==> config.mk <==
export PLATFORM = sky130hd
export DESIGN_NAME = reg_bank_mp
export DESIGN_NICKNAME = d
export VERILOG_FILES = /design/src/rtl/reg_bank_pkg.sv /design/src/rtl/reg_bank_clr_ctrl.sv /design/src/rtl/reg_bank_mp.sv
export SDC_FILE = /design/constraint.sdc
export NUM_CORES = 2
export LEC_CHECK = 0
export CAP_MARGIN = 20
export CORE_MARGIN = 10
export CORE_UTILIZATION = 60
export DETAILED_ROUTE_END_ITERATION = 8
export PLACE_DENSITY = 0.83
export SLEW_MARGIN = 20
export SYNTH_ARGS = -nofsm -noshare
export SYNTH_HDL_FRONTEND = slang
export SYNTH_HIERARCHICAL = 1
export SYNTH_SLANG_ARGS = --single-unit
==> constraint.sdc <==
create_clock -name Clk -period 4.1 [get_ports Clk]
set_input_delay 0.82 -clock Clk [delete_from_list [all_inputs] [get_ports Clk]]
set_output_delay 0.82 -clock Clk [all_outputs]
set_load 0.1 [all_outputs]
==> src/rtl/reg_bank_pkg.sv <==
// Shared types and helpers for the multi-read-port register bank.
// Holds the clear-engine state encoding, the default geometry, and a helper
// that extracts one read address from the packed read-address bus.
package reg_bank_pkg;

    // Clear engine states: IDLE accepts writes and clear requests; CLEAR sweeps the bank.
    typedef enum logic {
        IDLE  = 1'b0,
        CLEAR = 1'b1
    } clr_state_e;

    // Default geometry used by the datapath.
    localparam int DEF_WIDTH = 32;
    localparam int DEF_DEPTH = 32;
    localparam int DEF_NREAD = 2;

    // Upper bounds for the address-unpacking helper.
    // The helper works on a zero-extended copy of the read-address bus.
    localparam int MAX_AW     = 16;
    localparam int MAX_NREAD  = 4;
    localparam int ADDR_BUS_W = MAX_AW * MAX_NREAD;

    // Return read port idx's address from a packed bus holding aw-bit fields.
    // The result is zero-extended to MAX_AW bits.
    // Callers narrow it back to their own address width.
    function automatic logic [MAX_AW-1:0] port_addr(
        input logic [ADDR_BUS_W-1:0] bus,
        input int unsigned           aw,
        input int unsigned           idx
    );
        logic [ADDR_BUS_W-1:0] shifted;
        logic [ADDR_BUS_W-1:0] mask;
        shifted = bus >> (aw * idx);
        mask    = (ADDR_BUS_W'(1) << aw) - ADDR_BUS_W'(1);
        return MAX_AW'(shifted & mask);
    endfunction

endpackage

==> src/rtl/reg_bank_clr_ctrl.sv <==
// Bulk-clear engine for the register bank.
// A request accepted in IDLE starts a sweep on the next cycle. The sweep walks
// addresses 0..DEPTH-1 and writes one entry per cycle, so it lasts exactly
// DEPTH cycles. Requests that arrive during a sweep are ignored.
module reg_bank_clr_ctrl
    import reg_bank_pkg::*;
#(
    parameter  int DEPTH = DEF_DEPTH,
    localparam int AW    = $clog2(DEPTH)
) (
    input  logic          clk_i,
    input  logic          rst_ni,
    input  logic          clear_req_i,
    output logic          busy_o,
    output logic [AW-1:0] clr_addr_o,
    output logic          clr_we_o
);

    // The sweep ends after this address.
    // The counter never needs to wrap.
    localparam logic [AW-1:0] LAST_ADDR = AW'(DEPTH - 1);

    clr_state_e    state_q, state_d;
    logic [AW-1:0] cnt_q, cnt_d;

    // State and sweep counter registers; reset drops straight back to IDLE.
    always_ff @(posedge clk_i or negedge rst_ni) begin
        if (!rst_ni) begin
            state_q <= IDLE;
            cnt_q   <= '0;
        end else begin
            state_q <= state_d;
            cnt_q   <= cnt_d;
        end
    end

    // Next-state logic: start on request, then walk the bank once and stop.
    always_comb begin
        state_d  = state_q;
        cnt_d    = cnt_q;
        clr_we_o = 1'b0;
        unique case (state_q)
            IDLE: begin
                if (clear_req_i) begin
                    state_d = CLEAR;
                    cnt_d   = '0;
                end
            end
            CLEAR: begin
                clr_we_o = 1'b1;
                if (cnt_q == LAST_ADDR) begin
                    state_d = IDLE;
                    cnt_d   = '0;
                end else begin
                    cnt_d = cnt_q + AW'(1);
                end
            end
            default: begin
                state_d = IDLE;
                cnt_d   = '0;
            end
        endcase
    end

    assign busy_o     = (state_q == CLEAR);
    assign clr_addr_o = cnt_q;

endmodule

==> src/rtl/reg_bank_mp.sv <==
// Multi-read-port register bank.
// It sits between decode (read addresses) and write-back (write port).
// The bank has one synchronous write port and NREAD registered read ports.
// An optional hardwired-zero register 0 ignores writes and always reads 0.
// A sequential bulk-clear engine lets the core wipe the bank without a reset.
//
// Build option REG_BANK_BYPASS_EN:
//   - Defined: a read that hits the address being written at the same edge
//     returns the new data (write-first).
//   - Undefined: that read returns the old contents (read-first).
//   - In either build, writes dropped during a clear sweep are never forwarded.
module reg_bank_mp
    import reg_bank_pkg::*;
#(
    parameter  int WIDTH    = DEF_WIDTH,
    parameter  int DEPTH    = DEF_DEPTH,
    parameter  int NREAD    = DEF_NREAD,
    parameter  bit ZERO_REG = 1'b1,
    localparam int AW       = $clog2(DEPTH)
) (
    input  logic                   Clk,
    input  logic                   Rst_n,
    input  logic [NREAD*AW-1:0]    AR,
    output logic [NREAD*WIDTH-1:0] DR,
    input  logic [AW-1:0]          Awrite,
    input  logic [WIDTH-1:0]       DataIn,
    input  logic                   WReg,
    input  logic                   ClearReq,
    output logic                   Busy,
    output logic                   WDrop
);

    // Storage, read-port registers and drop flag.
    logic [WIDTH-1:0] mem_q [DEPTH];
    logic [WIDTH-1:0] dr_q  [NREAD];
    logic [WIDTH-1:0] dr_d  [NREAD];
    logic             wdrop_q, wdrop_d;

    // Clear engine interface.
    logic             busy;
    logic             clr_we;
    logic [AW-1:0]    clr_addr;

    // Write qualification and unpacked read addresses.
    logic             wr_zero;
    logic             wr_en;
    logic [AW-1:0]    ar [NREAD];

    reg_bank_clr_ctrl #(
        .DEPTH (DEPTH)
    ) u_clr_ctrl (
        .clk_i       (Clk),
        .rst_ni      (Rst_n),
        .clear_req_i (ClearReq),
        .busy_o      (busy),
        .clr_addr_o  (clr_addr),
        .clr_we_o    (clr_we)
    );

    // Unpacking relies on NREAD <= MAX_NREAD and AW <= MAX_AW.
    // Larger geometries need wider package bounds.
    for (genvar i = 0; i < NREAD; i++) begin : g_ar
        assign ar[i] = AW'(port_addr(ADDR_BUS_W'(AR), AW, i));
        assign DR[i*WIDTH +: WIDTH] = dr_q[i];
    end

    // Writes into register 0 are swallowed silently when it is hardwired.
    // Writes that arrive during a sweep are dropped and flagged.
    assign wr_zero = ZERO_REG && (Awrite == '0);
    assign wr_en   = WReg && !busy && !wr_zero;
    assign wdrop_d = WReg && busy;

    // Storage update: the sweep and the write port never collide.
    // The write port is gated off while the sweep runs.
    always_ff @(posedge Clk or negedge Rst_n) begin
        if (!Rst_n) begin
            for (int k = 0; k < DEPTH; k++) begin
                mem_q[k] <= '0;
            end
        end else if (clr_we) begin
            mem_q[clr_addr] <= '0;
        end else if (wr_en) begin
            mem_q[Awrite] <= DataIn;
        end
    end

    // Read-data selection.
    // Sweep writes are not forwarded, so an entry being cleared still reads
    // its old value on that edge.
    always_comb begin
        for (int i = 0; i < NREAD; i++) begin
            dr_d[i] = mem_q[ar[i]];
`ifdef REG_BANK_BYPASS_EN
            if (wr_en && (Awrite == ar[i])) begin
                dr_d[i] = DataIn;
            end
`endif
            if (ZERO_REG && (ar[i] == '0)) begin
                dr_d[i] = '0;
            end
        end
    end

    // Read-port and drop-flag registers: one cycle of read latency.
    always_ff @(posedge Clk or negedge Rst_n) begin
        if (!Rst_n) begin
            for (int i = 0; i < NREAD; i++) begin
                dr_q[i] <= '0;
            end
            wdrop_q <= 1'b0;
        end else begin
            for (int i = 0; i < NREAD; i++) begin
                dr_q[i] <= dr_d[i];
            end
            wdrop_q <= wdrop_d;
        end
    end

    assign Busy  = busy;
    assign WDrop = wdrop_q;

endmodule

=== After elaboration in Yosys (flattened, before gate mapping) ===
Index checks and enable logic that the tools add are counted.

* Bitwise operators: 7
* Reduce and logical (&&, ||, !) cells: 11
* $lt $le $gt $ge: 6
* Equal/unequal tests: 2
* Add/subtract/negate cells: 1
* Multiplexer cells: 22

{| class="wikitable"
|+ Operators with widths
! operator !! count
|-
| $mux 1024 || 2
|-
| $and 1024x1024->1024 || 1
|-
| $bwmux 1024 || 1
|-
| $not 1024->1024 || 1
|-
| $bmux 32 s5 || 2
|-
| $demux 32 s5 || 2
|-
| $mux 32 || 8
|-
| $ge 6x6->1 const B || 4
|-
| $not 5->6 || 4
|-
| $logic_not 5->1 || 3
|-
| $lt 6x1->1 const B || 2
|-
| $mux 5 || 2
|-
| $pmux 5 s2 || 1
|-
| $add 5x1->5 const B || 1
|-
| $eq 5x5->1 const B || 1
|-
| $logic_and 1x1->1 || 5
|-
| $mux 1 || 3
|-
| $logic_not 1->1 || 2
|-
| $ne 2x2->1 const B || 1
|-
| $pmux 1 s2 || 1
|-
| $reduce_bool 2->1 || 1
|-
| $not 1->1 || 1
|}

* Output and inout port bits: 66
* Register bits after elaboration: 1095
* Logic and storage cells: 86
* Bits of input ports: 51

=== Logic depth before layout (Yosys ltp) ===
* Depth after elaboration: 8
* Mapped depth: 7
* Mapped depth without buffers: 5

=== Modules after synthesis ===
Netlist, hierarchy kept.

{| class="wikitable"
|+ By module, submodules not included
! module !! cells each !! instances !! sequential area each (sq um) !! area each (sq um)
|-
| reg_bank_mp || 3828 || 1 || 27251.1 || 54439.7
|-
| reg_bank_clr_ctrl || 27 || 1 || 150.1 || 301.5
|}

=== Worst setup path after synthesis ===
No wires, ideal clock.

* Path kind: reg2reg
* Start point: register u_clr_ctrl.state_q, in the netlist u_clr_ctrl/busy_o
* End point: register mem_q[225] (netlist bit)
* Library setup time: 0.121 ns
* Data required time: 3.979 ns
* Stages on the path, launching flop included: 8
* Clock period less this slack: 2.645 ns
* Data arrival time: 2.524 ns
* Slack: 1.455 ns
* Buffers on the path: 3
* Path through: dfrtp_1 -> buf_4 -> or3_1 -> buf_2 -> nor4_4 -> a31oi_1 -> clkbuf_1 -> a22o_1

* Elaborated cells between the ends (all ways): 6
* Classes of those cells: mux: 2; reduce/logical: 4

{| class="wikitable"
|+ RTL lines
! what !! RTL line !! text
|-
| start, declared || reg_bank_clr_ctrl.sv:23 || <nowiki>clr_state_e state_q, state_d;</nowiki>
|-
| start signal, assigned || reg_bank_clr_ctrl.sv:32 || <nowiki>state_q <= state_d;</nowiki>
|-
| $mux 1 (*) || reg_bank_clr_ctrl.sv:42 || <nowiki>unique case (state_q)</nowiki>
|-
| via clr_we || reg_bank_mp.sv:41 || <nowiki>logic clr_we;</nowiki>
|-
| $mux 1024 or $reduce_bool 2->1 (tied branches) || - ||
|-
| end signal, assigned by index || reg_bank_mp.sv:83 || <nowiki>mem_q[Awrite] <= DataIn;</nowiki>
|-
| end, declared || reg_bank_mp.sv:34 || <nowiki>logic [WIDTH-1:0] mem_q [DEPTH];</nowiki>
|}

The timed path passes the listed nets; every way through them passes the cells marked *.
A chain may end at the register's enable or synchronous reset.

=== Worst setup path after layout ===
* Start point: register u_clr_ctrl.state_q, in the netlist u_clr_ctrl/busy_o
* End point: output port Busy

{| class="wikitable"
|+ RTL lines
! what !! RTL line !! text
|-
| end, declared || reg_bank_mp.sv:29 || <nowiki>output logic Busy,</nowiki>
|}

No word-level cell between the ends.

==> impl_metrics.ini <==
[global_routing]
grt_max_degree = 122
antenna_found_initial = 11
grt_pass1_wl_mm = 288.4
grt.overflow.total = 0
grt_usage = 0.3725
grt_pass1_vias = 43479

[detailed_routing]
viasPerCell = 8.344
wl_mm = 194.0
drc = 0
first_pass_iters = 7
num_vias = 42463
drtIter0Drc = 6671
ant_nets = 0
wire_per_inst_um = 38.12

[floorplan]
dieArea_um2 = 103700
die_w_um = 322.1
start_util = 0.6063
rows = 110
pin_count = 117
die_height_um = 322.1
coreArea_um2 = 90290

[logic_synthesis]
synth_cells = 3855
ys_types = 46
yosys_warnings = 6
synth_top_area_share = 0.5006
yosys.area.top_type = dfrtp_1
synthTopCellsByArea = dfrtp_1 50%, mux4_2 18%, a22o_1 16%
yosysSeqAreaShare = 0.5006
synth_top_cells_by_count = 1,095 x dfrtp_1, 993 x a22o_1, 448 x mux4_2
mappedNetlistNets = 3909
synth_most_common_cell = dfrtp_1
synth_async_sr_flop_share = 1.000
syn_area_um2 = 54740
ys_ff_latch = 1095
syn_avg_cell_area_um2 = 14.20
synthFlopType = dfrtp_1
synth_edf_count = 0

[layout]
fin_area_um2 = 61730
syn_to_final_growth_pct = 12.77
drive_gt1_frac = 0.2648
final_util = 0.6837
nets = 3871

[pwr]
ir_drop_mv = 0.3663
p_leak_uw = 0.02748
power.density_nw_per_um2 = 430.0

[sta]
slew_viol_final = 0
max_freq_mhz = 295.9
fin_crit_sh = 0.8242
worst_pin_slew_ps = 1125
hold_viol = 0
skew_ps = 36.46
setup_violations = 0
rsz0062_at_grt = no
period_minus_slack_ps = 3379
max-slew-margin-rel = 0.2485
tns_ps = 0

[setup_path]
slowest_stage = clkdlybuf4s50_1
critPathLaunchType = flop
crit_buf_inv = 1
crit_required_ps = 3280
crit_end = Busy
startpoint = u_clr_ctrl/busy_o$_DFF_PN0_
path_cells = clkdlybuf4s50_1
cp_slowest_stage_delay_ps = 1230
regToRegEndpoint = mem_q[965]$_DFFE_PN0P_
critPathCaptureType = output port
arrival_ps = 2560
crit-reg2reg-launch = u_clr_ctrl/busy_o$_DFF_PN0_
cp.depth = 1
r2r_setup_slack_ps = 1010
path_class = reg2out
path_max_fanout = 16
r2r_cells = 5
worst_path_dominant_cell_family = buffers and inverters

[cts]
insertion_delay_ps = 720
cts.sinks = 1095
cts_setup_buffers = 0
ctsLongestPathBuffers = 3
cts_tree = built
cts_buffers = 110
clkTransAtPathRegs_ps = 60
cts_root_buf = clkbuf_16
htree_num_levels = 3
cts_hold_buf = 0
cts_resized = 0

[placed_design]
place_hpwl_mm = 118.0
place_area_um2 = 57860
routabilityCongestion = 0.9428
numPortBuffers = 116

[flow_run]
drv_cap = 0

[min_path]
holdCritPathClass = in2async

[run_status]
status = completed
-- cell families (layout without fill, tap and decap cells) --
group,after synthesis,after routing,share of synthesized area
simple gates,216,216,0.02704
buf+inv,502,555,0.03929
xor+xnor,2,2,0.0003201
other cells,0,5,0
fa+ha+maj,3,3,0.0006858
flops,1095,1095,0.5006
compound gates,1397,1397,0.2112
mux,640,640,0.2209
-- layer usage --
metal	global-route usage	wire length (µm)
met5	0.01158	172
met4	0.2493	15420
met3	0.1542	31020
met2	0.5338	83940
met1	0.4590	63460
-- worst reg2reg max path, cell delays in order (launching register included) --
cell	delay, ps
dfrtp_1	620
or3b_1	730
nor3_4	130
a21oi_4	830
buf_4	500
a22o_1	220
-- through the flow --
step	cells	worst slack [ps]	total power, µW	hold WS [ps]
after CTS	5084	703.8	26330	178.2
after floorplan	3855	1455	13720	466.6
after global placement	4881	472.7	15550	483.3
after global routing	5087	660.0	27050	201.9
final	5089	720.9	26540	146.0
after detailed placement	4881	390.4	15630	488.8
-- power breakdown --
part	switching [µW]	internal (µW)	leakage, µW
clock network	4510	6410	0.00191
logic	3070	1140	0.0104
registers	312	11100	0.0152
total	7890	18700	0.0275
-- sequential cells by signal, summed over array words and instances (netlist names) --
name,cells
DR,64
WDrop,1
mem_q,1024
u_clr_ctrl/busy_o,1
u_clr_ctrl/clr_addr_o,5
-- cell type report --
type,instances,area (µm²)
Clock buffer,156,3218
Tap cell,1176,1471
Multi-Input combinational cell,2258,25670
Fill cell,5763,28560
Antenna cell,5,12.51
Timing Repair Buffer,347,3241
Sequential cell,1095,27400
Inverter,5,21.27
Clock inverter,47,694.4
-- how the worst min path moves through the flow --
stage                                    endpoint  cells after the start
after floorplan           mem_q[1000]$_DFFE_PN0P_                      1
after global placement     mem_q[997]$_DFFE_PN0P_                      1
after detailed placement  mem_q[1009]$_DFFE_PN0P_                      1
after CTS                  mem_q[828]$_DFFE_PN0P_                      1
after global routing        mem_q[85]$_DFFE_PN0P_                      1
final                       mem_q[85]$_DFFE_PN0P_                      1
-- cell usage in the layout, fill, tap and decap left out, types with 3 or more instances in the layout --
master | Yosys | routed
nor2b_1 | 70 | 66
clkinvlp_4 | 0 | 7
diode_2 | 0 | 5
inv_1 | 5 | 3
buf_12 | 0 | 33
a211oi_1 | 64 | 64
nor4_4 | 3 | 3
o21ai_1 | 5 | 5
buf_4 | 8 | 198
mux2_2 | 64 | 64
nor2b_4 | 0 | 4
a311oi_1 | 64 | 64
a31oi_4 | 0 | 4
dfrtp_1 | 1095 | 1095
and2_1 | 38 | 38
or3b_1 | 3 | 3
a21oi_4 | 0 | 27
a22oi_1 | 64 | 64
o21ai_0 | 110 | 110
clkdlybuf4s50_1 | 0 | 90
buf_2 | 183 | 19
nand2_1 | 39 | 39
mux2i_1 | 128 | 128
clkinv_2 | 0 | 22
clkbuf_8 | 0 | 25
clkbuf_16 | 0 | 112
nor3_4 | 12 | 28
nand2b_1 | 7 | 5
a221oi_1 | 48 | 48
bufinv_16 | 0 | 15
o2111ai_1 | 16 | 16
mux4_2 | 448 | 448
a22o_1 | 993 | 993
buf_8 | 0 | 5
nor2_1 | 13 | 11
ha_1 | 3 | 3
clkbuf_1 | 301 | 19
Note: power is estimated with default switching activity, not from simulation.
